### config.mk
export PLATFORM = sky130hd
export DESIGN_NAME = uart_tx_frame_flat
export DESIGN_NICKNAME = d
export VERILOG_FILES = /design/src/rtl/uart_tx_frame_if.sv /design/src/rtl/uart_tx_frame.sv /design/src/flat_wrapper.sv
export SDC_FILE = /design/constraint.sdc
export NUM_CORES = 1
export LEC_CHECK = 0
export BUFFER_PORTS_ARGS = -buffer_cell sky130_fd_sc_hd__buf_2
export CAP_MARGIN = 10
export CORE_UTILIZATION = 40
export CTS_BUF_LIST = sky130_fd_sc_hd__clkbuf_8
export CTS_CLUSTER_SIZE = 40
export DETAILED_ROUTE_END_ITERATION = 7
export GPL_TIMING_DRIVEN = 0
export PLACE_DENSITY_LB_ADDON = 0.3
export SLEW_MARGIN = 20
export SYNTH_ARGS = -nofsm -noshare
export SYNTH_HDL_FRONTEND = slang
export SYNTH_SLANG_ARGS = --single-unit
### constraint.sdc
create_clock -name clk -period 3.6 [get_ports clk]
set_clock_uncertainty 0.1 [all_clocks]
set_input_delay 0.18 -clock clk [delete_from_list [all_inputs] [get_ports clk]]
set_output_delay 0.18 -clock clk [all_outputs]
set_load 0.02 [all_outputs]
### src/rtl/uart_tx_frame_if.sv
// uart_tx_frame_if: producer-side handshake and serial line of the UART transmitter.
interface uart_tx_frame_if #(parameter int NBITS = 8);
  logic             ticks;
  logic [NBITS-1:0] Tx_Data;
  logic             Tx_en;
  logic             Tx_ready;
  logic             Tx_busy;
  logic             Tx;
  logic             Tx_done;
  modport master (output ticks, Tx_Data, Tx_en, input Tx_ready, Tx_busy, Tx, Tx_done);
  modport slave (input ticks, Tx_Data, Tx_en, output Tx_ready, Tx_busy, Tx, Tx_done);
endinterface

### src/rtl/uart_tx_frame.sv
// uart_tx_frame: tick-driven UART transmitter with a one-word holding register.
// Define UART_TX_PARITY_EN to add a parity bit after the data (PARITY_ODD selects odd).
module uart_tx_frame #(
  parameter int NBITS = 8,
  parameter int RATE = 16,
  parameter int STOP_BITS = 1,
  parameter bit PARITY_ODD = 1'b0
) (
  input logic clk,
  input logic rst,
  uart_tx_frame_if.slave tx_if
);
  localparam int TW = $clog2(RATE);
  localparam int BW = $clog2(NBITS + 1);
  localparam int SW = $clog2(STOP_BITS * RATE);
`ifdef UART_TX_PARITY_EN
  typedef enum logic [2:0] {IDLE, START, DATA, PARITY, STOP} state_t;
  logic parity_q;
`else
  typedef enum logic [1:0] {IDLE, START, DATA, STOP} state_t;
  logic unused_par;
  assign unused_par = PARITY_ODD;
`endif
  state_t state_q;
  logic [TW-1:0] tick_q;
  logic [BW-1:0] bit_q;
  logic [SW-1:0] stop_q;
  logic [NBITS-1:0] shift_q, hold_q, hold_d;
  logic hold_valid_q, hold_valid_d, tx_q, done_q;
  logic tick_last, bit_last, stop_last, xfer, accept;
  // a pending word moves into the shifter at the IDLE tick or the last stop tick
  always_comb begin
    tick_last = tick_q == TW'(RATE - 1);
    bit_last = bit_q == BW'(NBITS - 1);
    stop_last = stop_q == SW'(STOP_BITS * RATE - 1);
    xfer = tx_if.ticks && hold_valid_q && (state_q == IDLE || (state_q == STOP && stop_last));
    accept = tx_if.Tx_en && !hold_valid_q;
    hold_valid_d = xfer ? 1'b0 : accept ? 1'b1 : hold_valid_q;
    hold_d = accept ? tx_if.Tx_Data : hold_q;
  end
  always_ff @(posedge clk) begin
    if (rst) begin
      state_q <= IDLE;
      tick_q <= '0;
      bit_q <= '0;
      stop_q <= '0;
      shift_q <= '0;
      hold_q <= '0;
      hold_valid_q <= 1'b0;
      tx_q <= 1'b1;
      done_q <= 1'b0;
`ifdef UART_TX_PARITY_EN
      parity_q <= 1'b0;
`endif
    end else begin
      hold_q <= hold_d;
      hold_valid_q <= hold_valid_d;
      done_q <= tx_if.ticks && state_q == STOP && stop_last;
      if (xfer) begin
        shift_q <= hold_q;
`ifdef UART_TX_PARITY_EN
        parity_q <= ^hold_q ^ PARITY_ODD;
`endif
        tx_q <= 1'b0;
        tick_q <= '0;
        stop_q <= '0;
        state_q <= START;
      end else if (tx_if.ticks) begin
        case (state_q)
          START: begin
            tick_q <= tick_last ? '0 : tick_q + 1'b1;
            bit_q <= '0;
            if (tick_last) begin
              tx_q <= shift_q[0];
              state_q <= DATA;
            end
          end
          DATA: begin
            tick_q <= tick_last ? '0 : tick_q + 1'b1;
            if (tick_last) begin
              shift_q <= shift_q >> 1;
              bit_q <= bit_q + 1'b1;
`ifdef UART_TX_PARITY_EN
              tx_q <= bit_last ? parity_q : shift_q[1];
              state_q <= bit_last ? PARITY : DATA;
`else
              tx_q <= bit_last ? 1'b1 : shift_q[1];
              state_q <= bit_last ? STOP : DATA;
`endif
            end
          end
`ifdef UART_TX_PARITY_EN
          PARITY: begin
            tick_q <= tick_last ? '0 : tick_q + 1'b1;
            if (tick_last) begin
              tx_q <= 1'b1;
              state_q <= STOP;
            end
          end
`endif
          STOP: begin
            stop_q <= stop_last ? '0 : stop_q + 1'b1;
            if (stop_last) state_q <= IDLE;
          end
          default: tx_q <= 1'b1;
        endcase
      end
    end
  end
  assign tx_if.Tx = tx_q;
  assign tx_if.Tx_done = done_q;
  assign tx_if.Tx_busy = state_q != IDLE;
  assign tx_if.Tx_ready = !hold_valid_q;
endmodule

### src/flat_wrapper.sv
// flat-port wrapper written by rule: the top's interface ports become plain ports
module uart_tx_frame_flat 
#(
  parameter int NBITS = 8,
  parameter int RATE = 16,
  parameter int STOP_BITS = 1,
  parameter bit PARITY_ODD = 1'b0
)
  (clk, rst, tx_if_ticks, tx_if_Tx_Data, tx_if_Tx_en, tx_if_Tx_ready, tx_if_Tx_busy, tx_if_Tx, tx_if_Tx_done);
  uart_tx_frame_if #(.NBITS(NBITS)) tx_if_i ();
  input logic clk;
  input logic rst;
  input wire logic [$bits(tx_if_i.ticks)-1:0] tx_if_ticks;
  input wire logic [$bits(tx_if_i.Tx_Data)-1:0] tx_if_Tx_Data;
  input wire logic [$bits(tx_if_i.Tx_en)-1:0] tx_if_Tx_en;
  output wire logic [$bits(tx_if_i.Tx_ready)-1:0] tx_if_Tx_ready;
  output wire logic [$bits(tx_if_i.Tx_busy)-1:0] tx_if_Tx_busy;
  output wire logic [$bits(tx_if_i.Tx)-1:0] tx_if_Tx;
  output wire logic [$bits(tx_if_i.Tx_done)-1:0] tx_if_Tx_done;
  assign tx_if_i.ticks = tx_if_ticks;
  assign tx_if_i.Tx_Data = tx_if_Tx_Data;
  assign tx_if_i.Tx_en = tx_if_Tx_en;
  assign tx_if_Tx_ready = tx_if_i.Tx_ready;
  assign tx_if_Tx_busy = tx_if_i.Tx_busy;
  assign tx_if_Tx = tx_if_i.Tx;
  assign tx_if_Tx_done = tx_if_i.Tx_done;
  uart_tx_frame #(.NBITS(NBITS), .RATE(RATE), .STOP_BITS(STOP_BITS), .PARITY_ODD(PARITY_ODD)) u_core (.clk(clk), .rst(rst), .tx_if(tx_if_i));
endmodule
Word level (Yosys, flattened, before mapping)
Cells that the tools add are included.

storage, ports and cells
  word-level logic and storage cells = 73
  register bits after elaboration = 33

operators by class
  equality and inequality tests = 13
  bitwise logic cells = 1
  reduce and logical (&&, ||, !) cells = 25
  add/sub/neg operators = 3
  mux-type cells = 21

operators with widths
  cell                 count
  $mux 8               4
  $add 4x1->4 const B  3
  $mux 4               3
  $reduce_and 5->1     2
  $reduce_bool 2->1    5
  $ne 3x1->1 const B   3
  $eq 4x4->1 const B   2
  $mux 1               8
  $ne 2x1->1 const B   4
  $pmux 4 s2           1
  $reduce_and 4->1     2
  $logic_and 1x1->1    6
  $mux 2               3
  $pmux 2 s3           1
  $eq 2x2->1 const B   2
  $eq 4x3->1 const B   1
  $reduce_and 2->1     2
  $reduce_bool 4->1    1
  $reduce_or 2->1      2
  $pmux 1 s3           1
  $reduce_and 3->1     1
  $reduce_bool 3->1    1
  $eq 2x1->1 const B   1
  $logic_not 2->1      1
  other kinds (3)      3

Depth between registers and ports, before layout
  depth in word-level cells = 6
  mapped depth = 7

Worst setup path after synthesis
Ideal clock, no wire load.

  kind = register to register
  from = reg u_core.state_q[0]
  to = reg u_core.bit_q[0]
  stages on the path, launching flop included = 7
  setup time = 123 ps
  clock period less this slack = 1739 ps
  slack = 1861 ps
  data arrival time = 1516 ps
  data required time = 3377 ps
  cells stage by stage = dfxtp_1 > inv_1 > ha_1 > nand2_1 > a21oi_1 > a21oi_1 > mux2_1

between the ends
  longest elaborated chain between the ends = 6
  elaborated cells between the ends (all ways) = 12
  classes of those cells = 4 x eq/ne; 1 x mux; 1 x bitwise; 6 x reduce/logical

RTL lines
  element                     RTL line             source
  start, declared             uart_tx_frame.sv:24  state_t state_q;
  start signal, assigned      uart_tx_frame.sv:88  state_q <= bit_last ? STOP : DATA;
  $eq 2x2->1                  uart_tx_frame.sv:36  xfer = tx_if.ticks && hold_valid_q && (state_q == IDLE || (state_q == STOP && stop_last));
  $logic_and 1x1->1           uart_tx_frame.sv:36
  $logic_or 1x1->1            uart_tx_frame.sv:36
  $logic_and 1x1->1           uart_tx_frame.sv:36
  $not 1->1 (no line)         n/a
  $reduce_and 4->1 (no line)  n/a
  end signal, assigned        uart_tx_frame.sv:82  bit_q <= bit_q + 1'b1;
  end, declared               uart_tx_frame.sv:26  logic [BW-1:0] bit_q;

Parallel ways exist; a longest one is shown, timed or not.
A chain may end at the register's enable or synchronous reset.

Worst setup path in the final report
  from = reg u_core.state_q[1]
  to = reg u_core.bit_q[0]

The elaborated chain is that of the path after synthesis.

==> results.yml <==
run_status:
  status: "finished clean"
yosys:
  synthCells: 184
  yosysSeqAreaShare: 0.404
  synth_nets: 204
  synth_edf_count: 0
  yosysTopAreaCell: "dfxtp_1"
  synth_top_flop_cell: "dfxtp_1"
  syn_area_per_cell_um2: 8.89
  ys_types: 43
  syn-cell-area_um2: 1640
  yosys.area.top_type_share: 0.404
  yosysWarnings: 0
  ys_ff_latch: 33
  ys_top_cells_by_area: "dfxtp_1, ha_1, mux2i_1"
  async_flop_share: 0
sta:
  max_freq_mhz: 493
  finalSetupViolations: 0
  tns_ns: 0
  rsz0062_at_grt: "false"
  worstMarginPinSlew_ns: 0.451
  post-route-period-util: 0.564
  relSlewSlack: 0.699
  period_minus_slack_ns: 2.03
  finalMaxSlewViolations: 0
  finalHoldViolations: 0
finish:
  num_antenna_cells: 0
  drive_above_1_share: 0.164
  stdcell_area_um2: 1890
  fin_nets: 226
  syn2layout_area_growth_pct: 15.4
clocking:
  post_cts_buffers: 0
  cts_hold_buffers: 0
  cts.sinks: 33
  clk_pin_slew_ns: 0.07
  cts_buffer_depth: 2
  htree_levels: 2
  clkLatencyLatePin_ns: 0.28
  cts.repair.resized: 0
  clockRootBuffer: "clkbuf_8"
  cts_inserted_buffers: 5
  cts_tree: "built"
setup_path:
  cp-startpoint: "u_core.state_q[1]$_SDFFE_PP0P_"
  endpoint_kind: "register"
  path_cells: "inv_1 -> ha_1 -> nand2_1 -> a21oi_1 -> a21oi_1 -> mux2_1"
  worstPathArrival_ns: 2.10
  r2r-start: "u_core.state_q[1]$_SDFFE_PP0P_"
  critical_path_class: "reg -> reg"
  cp.required_ns: 3.67
  crit_fanout: 6
  cpMaxStageDelayCell: "ha_1"
  max_stage_delay_ns: 0.40
  crit_path_frequent_cell: "a21oi_1"
  critPathLaunchType: "register"
floorplan:
  die_w_um: 66.0
  start_util: 0.431
  die_area_um2: 4350
  die_y_um: 66.0
  rows: 22
  pin_count: 16
  coreArea_um2: 3800
pwr:
  p_seq_frac: 0.422
  switching_power_mw: 0.278
  switching_share: 0.285
  p_clk_frac: 0.363
  p_int_mw: 0.696
  leakagePower_nw: 0.765
  irDropWorstVdd_mv: 0.277
  power_mw: 0.974
  power_density_nw_per_um2: 516
  combinationalPowerShare: 0.215
placed_design:
  dp_hpwl_um: 2350
  gp_congestion: 0.790
  placement.io_buffers: 15
  placed_cell_area_um2: 1770
drt:
  antenna_left: 0
  wl_um: 3250
  dr.pass1.iters: 4
  avgRoutedWirePerCell_um: 12.7
  vias: 1372
  viasPerCell: 5.38
  route.detailed.drc: 0
  drt_iter0_drc: 134
grt:
  overflow: 0
  grtUsageTotal: 0.178
  antenna_found_initial: 0
  grt_pass1_vias: 1243
  grt_pass1_wl_um: 5840
  grt_max_degree: 11
hold_path:
  hold_class: "in -> reg"
  worstHoldStart: "tx_if_Tx_en"
job:
  max_cap_violations: 0
==> final cells by class <==
type / instances / area, um2
Inverter: 11 / 41.3
Tap cell: 48 / 60.1
Buffer: 9 / 53.8
Clock buffer: 6 / 82.6
Timing Repair Buffer: 15 / 75.1
Multi-Input combinational cell: 131 / 881
Clock inverter: 2 / 33.8
Sequential cell: 33 / 661
Fill cell: 367 / 1910
==> worst paths after layout <==
check	endpoint	slack [ns]	depth (start not counted)
worst min-delay path	u_core.hold_valid_q$_SDFFE_PP0P_	0.02	3
worst max register to register	u_core.bit_q[0]$_SDFFE_PP0P_	1.57	6
worst min register to register	u_core.shift_q[7]$_SDFFE_PP0P_	0.38	2
worst max-delay path	u_core.bit_q[0]$_SDFFE_PP0P_	1.57	6
==> cells in the mapped netlist (3+ instances only) <==
library cell / instances
nor2_1: 22
nand3_1: 15
inv_1: 11
or3_1: 3
a21oi_1: 12
a211oi_1: 4
ha_1: 8
o21ai_0: 5
dfxtp_1: 33
nor3_1: 4
o311ai_0: 4
nand3b_1: 4
and3_1: 3
mux2i_1: 10
buf_2: 4
nor2b_1: 3
nand2_1: 7
==> routing by layer <==
metal	track usage	share of wire	wire (um)	vias up
met5	0	0	0	-
li1	-	-	-	713
met2	0.265	0.44	1420	19
met4	0.0798	0.014	46	0
met3	0.0483	0.033	108	5
met1	0.238	0.51	1670	635
==> per-stage QoR <==
| step | utilization | setup WS (ns) | instances | hold WS [ns] |
|---|---|---|---|---|
| after floorplan | - | 1.86 | 184 | 0.196 |
| after global placement | 0.466 | 1.61 | 247 | 0.298 |
| after detailed placement | 0.466 | 1.58 | 247 | 0.308 |
| after CTS | 0.497 | 1.56 | 255 | 0.0177 |
| after global routing | 0.497 | 1.40 | 255 | 0.0305 |
| final | 0.497 | 1.57 | 255 | 0.0207 |
==> cell families (layout without fill, tap and decap cells) <==
family / Yosys count / after routing / share of synthesized area
simple gates: 69 / 69 / 0.218
compound gates: 41 / 41 / 0.180
flops: 33 / 33 / 0.404
buf+inv: 20 / 43 / 0.0581
mux: 11 / 11 / 0.0680
fa+ha+maj: 8 / 8 / 0.0612
xor+xnor: 2 / 2 / 0.0107
==> power by group through the flow <==
stage | Combinational (mW) | Sequential [mW] | Clock, mW
after floorplan | 0.152 | 0.419 | 0
after global placement | 0.205 | 0.419 | 0
after detailed placement | 0.208 | 0.420 | 0
after CTS | 0.209 | 0.412 | 0.361
after global routing | 0.240 | 0.416 | 0.379
final | 0.209 | 0.411 | 0.353
==> sequential cells by signal, summed over array words and instances, names as in the netlist <==
register              cells
u_core.bit_q              4
u_core.hold_q             8
u_core.hold_valid_q       1
u_core.shift_q            8
u_core.state_q            2
u_core.stop_q             4
u_core.tick_q             4
u_core.tx_if.Tx           1
u_core.tx_if.Tx_done      1
==> cell usage in the layout (no fill, tap or decap), drive strengths merged, types with 2 or more instances in the layout <==
| cell | Yosys | routed |
|---|---|---|
| dfxtp | 33 | 33 |
| o311ai | 4 | 4 |
| nor2b | 3 | 3 |
| nand2 | 7 | 7 |
| a21oi | 14 | 14 |
| nor2 | 22 | 22 |
| a211oi | 4 | 4 |
| a311oi | 2 | 2 |
| nand3 | 15 | 15 |
| nand2b | 2 | 2 |
| xor2 | 2 | 2 |
| buf | 7 | 22 |
| or3 | 3 | 3 |
| and3 | 4 | 4 |
| nand3b | 4 | 4 |
| mux2i | 10 | 10 |
| nor3 | 5 | 5 |
| clkbuf | 2 | 8 |
| and4 | 2 | 2 |
| inv | 11 | 12 |
| ha | 8 | 8 |
| o21ai | 5 | 5 |
==> worst max-delay path: cells and delay by family, from the launching register on <==
kind                     cells  cell delay [ns]
multiplexers                 1             0.30
AO/OA/AOI/OAI                2             0.46
buffers and inverters        1             0.10
AND/OR/NAND/NOR              1             0.17
adder cells (fa/ha/maj)      1             0.40
flip-flops                   1             0.39
Power figures use the tool's default switching activity.
